==> config.mk <==
export PLATFORM = sky130hd
export DESIGN_NAME = display_scheduler_flat
export DESIGN_NICKNAME = d
export VERILOG_FILES = /design/src/rtl/display_scheduler_if.sv /design/src/rtl/display_scheduler.sv /design/src/flat_wrapper.sv
export SDC_FILE = /design/constraint.sdc
export NUM_CORES = 1
export LEC_CHECK = 0
export ABC_AREA = 1
export BUFFER_PORTS_ARGS = -buffer_cell sky130_fd_sc_hd__buf_2
export CAP_MARGIN = 20
export CELL_PAD_IN_SITES_DETAIL_PLACEMENT = 1
export CELL_PAD_IN_SITES_GLOBAL_PLACEMENT = 2
export CORE_ASPECT_RATIO = 0.9
export CORE_UTILIZATION = 22
export DETAILED_ROUTE_END_ITERATION = 10
export PLACE_DENSITY = 0.76
export SETUP_SLACK_MARGIN = 0.1
export SKIP_LAST_GASP = 1
export SLEW_MARGIN = 5
export SYNTH_ARGS = -nofsm -noshare
export SYNTH_HDL_FRONTEND = slang
export SYNTH_SLANG_ARGS = --single-unit
export TNS_END_PERCENT = 10
==> constraint.sdc <==
create_clock -name slow_clk -period 1.5 [get_ports slow_clk]
set_input_delay 0.075 -clock slow_clk [delete_from_list [all_inputs] [get_ports slow_clk]]
set_output_delay 0.075 -clock slow_clk [all_outputs]
set_load 0.02 [all_outputs]
==> src/rtl/display_scheduler_if.sv <==
// Bundle between the display sources / alert requester and the display scheduler.
// The master side owns the sources and the alert request; the slave side is the
// scheduler that produces the seven-segment value.
interface display_scheduler_if #(
    parameter int NUM_SRC = 4
);
    localparam int AW = (NUM_SRC > 1) ? $clog2(NUM_SRC) : 1;

    logic [NUM_SRC-1:0]    src_valid;
    logic [32*NUM_SRC-1:0] src_data;
    logic                  auto_en;
    logic                  next_btn;
    logic                  alert_req;
    logic [31:0]           alert_data;
    logic                  alert_ack;
    logic                  alert_active;
    logic [AW-1:0]         active_src;
    logic [31:0]           hex;

    modport master (
        output src_valid, src_data, auto_en, next_btn, alert_req, alert_data,
        input  alert_ack, alert_active, active_src, hex
    );

    modport slave (
        input  src_valid, src_data, auto_en, next_btn, alert_req, alert_data,
        output alert_ack, alert_active, active_src, hex
    );
endinterface

==> src/rtl/display_scheduler.sv <==
// Time-multiplexes NUM_SRC 32-bit display sources onto one 8-digit hex value.
// Round-robin over valid sources on a dwell timer or a button edge; a one-shot
// alert preempts rotation for ALERT_CYCLES cycles and is acknowledged by a pulse.
// Every output is a flop; hex lags the state/active_src registers by one cycle.
module display_scheduler #(
    parameter int NUM_SRC      = 4,
    parameter int DWELL        = 2000,
    parameter int ALERT_CYCLES = 3000
) (
    input  logic                 slow_clk,
    input  logic                 reset,
    display_scheduler_if.slave   bus
);
    localparam int AW = (NUM_SRC > 1) ? $clog2(NUM_SRC) : 1;
    localparam int DW = $clog2(DWELL);
    localparam int CW = $clog2(ALERT_CYCLES);
    localparam logic [DW-1:0] DWELL_LAST = DW'(DWELL - 1);
    localparam logic [CW-1:0] ALERT_LAST = CW'(ALERT_CYCLES - 1);

    typedef enum logic [1:0] {
        IDLE  = 2'd0,
        SHOW  = 2'd1,
        ALERT = 2'd2
    } state_t;

    state_t        state_q, state_d;
    logic [AW-1:0] active_q, active_d;
    logic [DW-1:0] dwell_q, dwell_d;
    logic [CW-1:0] alert_cnt_q, alert_cnt_d;
    logic [31:0]   alert_q, alert_d;
    logic [31:0]   hex_q, hex_d;
    logic          alert_active_q;
    logic          alert_ack_q, alert_ack_d;
    logic          armed_q, armed_d;
    logic          btn_prev_q;

    logic [31:0]   src_slice [NUM_SRC];
    logic [AW:0]   next_pick;
    logic          next_found;
    logic [AW-1:0] next_idx;
    logic          btn_rise;
    logic          alert_go;
    logic          advance;

    for (genvar g = 0; g < NUM_SRC; g++) begin : g_slice
        assign src_slice[g] = bus.src_data[32*g +: 32];
    end

    // First valid index after cur, scanning upward and wrapping; cur itself is
    // the last candidate. MSB of the result flags that something was found.
    function automatic logic [AW:0] find_next(input logic [AW-1:0]      cur,
                                              input logic [NUM_SRC-1:0] valid);
        logic [AW:0] cand;
        logic [AW:0] result;
        result = {1'b0, cur};
        // Scanning from the far end down lets the nearest hit overwrite the rest.
        for (int i = NUM_SRC; i >= 1; i--) begin
            cand = {1'b0, cur} + (AW+1)'(i);
            if (cand >= (AW+1)'(NUM_SRC)) begin
                cand = cand - (AW+1)'(NUM_SRC);
            end
            if (valid[cand[AW-1:0]]) begin
                result = {1'b1, cand[AW-1:0]};
            end
        end
        return result;
    endfunction

    assign next_pick  = find_next(active_q, bus.src_valid);
    assign next_found = next_pick[AW];
    assign next_idx   = next_pick[AW-1:0];
    assign btn_rise   = bus.next_btn & ~btn_prev_q;
    assign alert_go   = bus.alert_req & armed_q;
    assign advance    = btn_rise
                      | (bus.auto_en & (dwell_q == DWELL_LAST))
                      | ~bus.src_valid[active_q];

    // Next-state and next-output decode for the scheduler FSM.
    always_comb begin
        // NOTE: every variable gets a default first so no path can infer a latch.
        state_d     = state_q;
        active_d    = active_q;
        dwell_d     = '0;
        alert_cnt_d = '0;
        alert_d     = alert_q;
        alert_ack_d = 1'b0;
        // A low request re-arms; a held request keeps the alert one-shot.
        armed_d     = armed_q | ~bus.alert_req;

        unique case (state_q)
            IDLE: begin
                if (alert_go) begin
                    state_d = ALERT;
                    alert_d = bus.alert_data;
                    armed_d = 1'b0;
                end else if (next_found) begin
                    state_d  = SHOW;
                    active_d = next_idx;
                end
            end
            SHOW: begin
                if (alert_go) begin
                    state_d = ALERT;
                    alert_d = bus.alert_data;
                    armed_d = 1'b0;
                end else if (advance) begin
                    if (next_found) begin
                        active_d = next_idx;
                    end else begin
                        state_d = IDLE;
                    end
                end else if (bus.auto_en) begin
                    dwell_d = dwell_q + DW'(1);
                end
            end
            ALERT: begin
                if (alert_cnt_q == ALERT_LAST) begin
                    alert_ack_d = 1'b1;
                    if (bus.src_valid[active_q]) begin
                        state_d = SHOW;
                    end else if (next_found) begin
                        state_d  = SHOW;
                        active_d = next_idx;
                    end else begin
                        state_d = IDLE;
                    end
                end else begin
                    alert_cnt_d = alert_cnt_q + CW'(1);
                end
            end
            default: state_d = IDLE;
        endcase

        unique case (state_q)
            SHOW:    hex_d = src_slice[active_q];
            ALERT:   hex_d = alert_q;
            default: hex_d = '0;
        endcase
    end

    // State and output registers with synchronous reset.
    always_ff @(posedge slow_clk) begin
        // NOTE: non-blocking assignments keep all flops sampling pre-edge values.
        if (reset) begin
            state_q        <= IDLE;
            active_q       <= '0;
            dwell_q        <= '0;
            alert_cnt_q    <= '0;
            alert_q        <= '0;
            hex_q          <= '0;
            alert_active_q <= 1'b0;
            alert_ack_q    <= 1'b0;
            armed_q        <= 1'b1;
            // A button already held through reset must not count as an edge.
            btn_prev_q     <= 1'b1;
        end else begin
            state_q        <= state_d;
            active_q       <= active_d;
            dwell_q        <= dwell_d;
            alert_cnt_q    <= alert_cnt_d;
            alert_q        <= alert_d;
            hex_q          <= hex_d;
            alert_active_q <= (state_d == ALERT);
            alert_ack_q    <= alert_ack_d;
            armed_q        <= armed_d;
            btn_prev_q     <= bus.next_btn;
        end
    end

    assign bus.hex          = hex_q;
    assign bus.active_src   = active_q;
    assign bus.alert_active = alert_active_q;
    assign bus.alert_ack    = alert_ack_q;
endmodule

==> src/flat_wrapper.sv <==
// flat-port wrapper written by rule: the top's interface ports become plain ports
module display_scheduler_flat 
#(
    parameter int NUM_SRC      = 4,
    parameter int DWELL        = 2000,
    parameter int ALERT_CYCLES = 3000
)
  (slow_clk, reset, bus_src_valid, bus_src_data, bus_auto_en, bus_next_btn, bus_alert_req, bus_alert_data, bus_alert_ack, bus_alert_active, bus_active_src, bus_hex);
  display_scheduler_if #(.NUM_SRC(NUM_SRC)) bus_i ();
  input  logic slow_clk;
  input  logic reset;
  input wire logic [$bits(bus_i.src_valid)-1:0] bus_src_valid;
  input wire logic [$bits(bus_i.src_data)-1:0] bus_src_data;
  input wire logic [$bits(bus_i.auto_en)-1:0] bus_auto_en;
  input wire logic [$bits(bus_i.next_btn)-1:0] bus_next_btn;
  input wire logic [$bits(bus_i.alert_req)-1:0] bus_alert_req;
  input wire logic [$bits(bus_i.alert_data)-1:0] bus_alert_data;
  output wire logic [$bits(bus_i.alert_ack)-1:0] bus_alert_ack;
  output wire logic [$bits(bus_i.alert_active)-1:0] bus_alert_active;
  output wire logic [$bits(bus_i.active_src)-1:0] bus_active_src;
  output wire logic [$bits(bus_i.hex)-1:0] bus_hex;
  assign bus_i.src_valid = bus_src_valid;
  assign bus_i.src_data = bus_src_data;
  assign bus_i.auto_en = bus_auto_en;
  assign bus_i.next_btn = bus_next_btn;
  assign bus_i.alert_req = bus_alert_req;
  assign bus_i.alert_data = bus_alert_data;
  assign bus_alert_ack = bus_i.alert_ack;
  assign bus_alert_active = bus_i.alert_active;
  assign bus_active_src = bus_i.active_src;
  assign bus_hex = bus_i.hex;
  display_scheduler #(.NUM_SRC(NUM_SRC), .DWELL(DWELL), .ALERT_CYCLES(ALERT_CYCLES)) u_core (.slow_clk(slow_clk), .reset(reset), .bus(bus_i));
endmodule
==> results.py <==
metrics = {
    "logic_synthesis": {
        "synth_fa_ha_area_share_pct": 1.61,
        "yosys.area.top_type": "dfxtp_1",
        "synth_top_family_by_area": "simple AND/OR/NAND/NOR gates",
        "synth_compound_area_share_pct": 14.2,
        "syn_area_mm2": 0.00466,
        "synth_edf_count": 0,
        "synth.area.top_cells": "dfxtp_1 (41%), nand3_1 (13%), nand2_1 (10%), nor2_1 (7.8%), a22oi_1 (5.2%)",
        "ys_seq_area_share_pct": 40.8,
        "synthCells": 672,
        "synthMuxAreaShare_pct": 0,
        "synthXorXnorAreaFrac_pct": 0.752,
        "synth.top_cells.by_count": "nand2_1 (124), nand3_1 (121), nor2_1 (97), dfxtp_1 (95), a21oi_1 (44)",
        "yosysWarnings": 0,
        "synth_cell_types": 33,
        "synthSimpleGateAreaFrac_pct": 35.0,
        "synth_seq_cells": 95,
        "async_reset_ff_share_pct": 0,
        "synth_area_per_cell_um2": 6.93,
        "yosysMostFrequentCell": "nand2_1",
        "synth_top_area_share_pct": 40.8,
        "synthesis.nets": 847,
        "ys.flop_type": "dfxtp_1",
    },
    "grt": {
        "grt_pass1_vias": 5736,
        "grt_pass1_wl_mm": 30.3,
        "track_usage_pct": 17.8,
        "grt_max_degree": 35,
        "grt_overflow": 0,
        "grt_antenna_before_repair": 2,
    },
    "sta": {
        "timing.final.ws_setup_ns": 0.0467,
        "slew_headroom_pct": 77.4,
        "holdWs_ns": 0.0192,
        "worst_slew_pin_slew_ns": 0.339,
        "finalSetupTns_ns": 0,
        "finalClockSkew_ns": 0.00681,
        "fmax_mhz": 688,
        "setup_viol": 0,
        "final.period_utilization_pct": 96.9,
        "drv_slew": 0,
        "rsz0062_at_grt": "yes",
        "final_hold_viol_count": 0,
        "finalCriticalPeriod_ns": 1.45,
    },
    "final_layout": {
        "area_growth_pct": 61.3,
        "drive_above_1_share_pct": 40.0,
        "stdcell_count": 1238,
        "finish.utilization_pct": 36.2,
        "finish.instance_area_mm2": 0.00752,
        "nNetsFinal": 1120,
        "fill_cells": 2590,
    },
    "placement": {
        "dp_hpwl_mm": 14.2,
        "routabilityCongestion": 0.825,
        "place_ws_ns": -0.122,
        "placedCellCount": 1170,
        "port_buffers": 204,
        "placed_area_mm2": 0.00634,
    },
    "power_and_ir_drop": {
        "power_frac_seq_pct": 29.8,
        "power_mw": 10.0,
        "p_int_mw": 6.06,
        "p_sw_share_pct": 39.5,
        "power.switching_mw": 3.95,
        "cellPowerDensity_mw_per_mm2": 1330,
        "peakVddDrop_mv": 0.551,
        "comb_power_share_pct": 46.1,
        "leakagePower_nw": 3.38,
        "p_clk_share_pct": 24.0,
    },
    "routing": {
        "viasPerCell": 4.47,
        "post_drt_wl_per_cell_um": 15.6,
        "ant_nets": 0,
        "drt_iter0_drc": 222,
        "drt_wl_total_mm": 19.3,
        "drt_pre_antenna_iters": 6,
        "route.detailed.drc": 0,
        "vias": 5537,
    },
    "worst_setup_path": {
        "reg2reg_setup_slack_ns": 0.05,
        "r2r_start": "u_core.bus.active_src[0]$_SDFFE_PP0P_",
        "endpoint": "u_core.bus.alert_active$_SDFF_PP0_",
        "cp-startpoint": "u_core.bus.active_src[0]$_SDFFE_PP0P_",
        "reg2reg_depth": 10,
        "cp.arrival_ns": 1.74,
        "worstPathMaxFanout": 5,
        "timing.rr.end": "u_core.bus.alert_active$_SDFF_PP0_",
        "crit_chain": "buf_6 > nand2_4 > nand3_2 > nand2_2 > buf_6 > nor2_4 > nand2_1 > nand3_1 > nand2_1 > nor2_1",
        "cpPeakStageDelay_ns": 0.41,
        "cp_slowest_cell": "dfxtp_4",
        "cp-start-kind": "flop",
        "critical_path_class": "reg -> reg",
        "critPathCaptureType": "flop",
        "crit_required_ns": 1.79,
    },
    "clock_tree": {
        "numCtsBuffers": 9,
        "cts_root_buf": "clkbuf_16",
        "path_clk_slew_ns": 0.07,
        "clk_latency_ns": 0.35,
        "cts_max_path_buffers": 2,
        "clkSinkCount": 95,
        "htree_levels": 3,
        "cts_tree": "done",
    },
    "floorplan": {
        "rows": 50,
        "ios": 205,
        "core_area_mm2": 0.0208,
        "initial_core_util_pct": 22.4,
        "dieArea_mm2": 0.0218,
        "die_w_um": 155,
        "die_h_um": 140,
    },
    "job": {
        "drv_cap": 0,
    },
    "run_status": {
        "outcome": "complete, no violations",
    },
    "min_path": {
        "min_path_type": "in -> reg",
    },
}
## placed cells by master, fill, tap and decap left out, types with 5 or more instances in the layout
cell and count:
buf_2 204, a22oi_1 29, buf_6 9, clkbuf_16 9, nand3_1 108, dfxtp_1 85, buf_4 53, nor2_4 11
o21ai_0 34, nand2_1 107, inv_4 5, nor2_1 87, dfxtp_2 7, inv_1 31, ha_4 5, nand3_2 12
nand2_2 14, buf_12 8, dlygate4sd3_1 31, nand2_4 6, a21oi_1 40
## sequential cells by signal (all words and copies together), names as in the netlist, 2 cells and up
register	cells
u_core.dwell_q	11
u_core.state_q	2
u_core.bus.hex	32
u_core.bus.active_src	2
u_core.alert_cnt_q	12
u_core.alert_q	32
## kinds of logic (layout without fill, tap and decap cells)
family | after synthesis | in the layout
fa+ha+maj | 6 | 6
xor+xnor | 4 | 4
simple gates | 367 | 367
flops | 95 | 95
buf+inv | 85 | 363
compound gates | 115 | 115
other cells | 0 | 2
## power groups by stage
stage	sequential [mW]	clock [mW]	combinational, mW
finish	2.99	2.41	4.62
global route	3.02	2.59	5.12
CTS	2.97	2.50	4.40
detailed placement	3.02	0	3.97
global placement	3.02	0	3.94
floorplan	3.06	0	2.33
## cell type report
cell class | instances | area [um^2] | area share [%]
multi-input combinational | 492 | 2750 | 36.5
timing repair buffer | 306 | 2010 | 26.7
sequential | 95 | 1920 | 25.6
tap | 286 | 358 | 4.76
clock buffer | 10 | 239 | 3.18
inverter | 41 | 171 | 2.28
clock inverter | 6 | 70.1 | 0.932
antenna | 2 | 5.00 | 0.0666
## routing by layer
layer / vias to the layer above / wire, um / global-route usage, %
li1: 2792 / - / -
met1: 2582 / 9080 / 23.5
met2: 140 / 8730 / 28.7
met3: 23 / 1090 / 3.40
met4: 0 / 433 / 6.81
met5: - / 0 / 0
## worst max-delay path: cells and delay by family, from the launching register on
family / cells / cell delay (ns)
and+or+nand+nor: 8 / 0.70
buffers and inverters: 2 / 0.27
DFF: 1 / 0.41
## worst min-delay path by stage
| stage | end | start | depth (start not counted) |
|---|---|---|---|
| 2_1_floorplan | u_core.bus.alert_ack$_SDFF_PP0_ | reset | 1 |
| 3_3_place_gp | u_core.btn_prev_q$_SDFF_PP1_ | bus_next_btn | 3 |
| 3_5_place_dp | u_core.btn_prev_q$_SDFF_PP1_ | bus_next_btn | 3 |
| 4_1_cts | u_core.alert_q[7]$_SDFFE_PP0P_ | bus_alert_data[7] | 3 |
| 5_1_grt | u_core.alert_q[7]$_SDFFE_PP0P_ | bus_alert_data[7] | 3 |
| 6_report | u_core.alert_q[7]$_SDFFE_PP0P_ | bus_alert_data[7] | 3 |
## repair_timing
| item | 4_1_cts | 5_1_grt |
|---|---|---|
| hold endpoints to repair | 31 | 0 |
| buffers inserted | 10 | 9 |
| pin swaps | 20 | 31 |
| endpoints found under the setup margin | 87 | 86 |
| resized for setup | 58 | 55 |
| hold buffers | 31 | 0 |
Power figures use the tool's default switching activity.
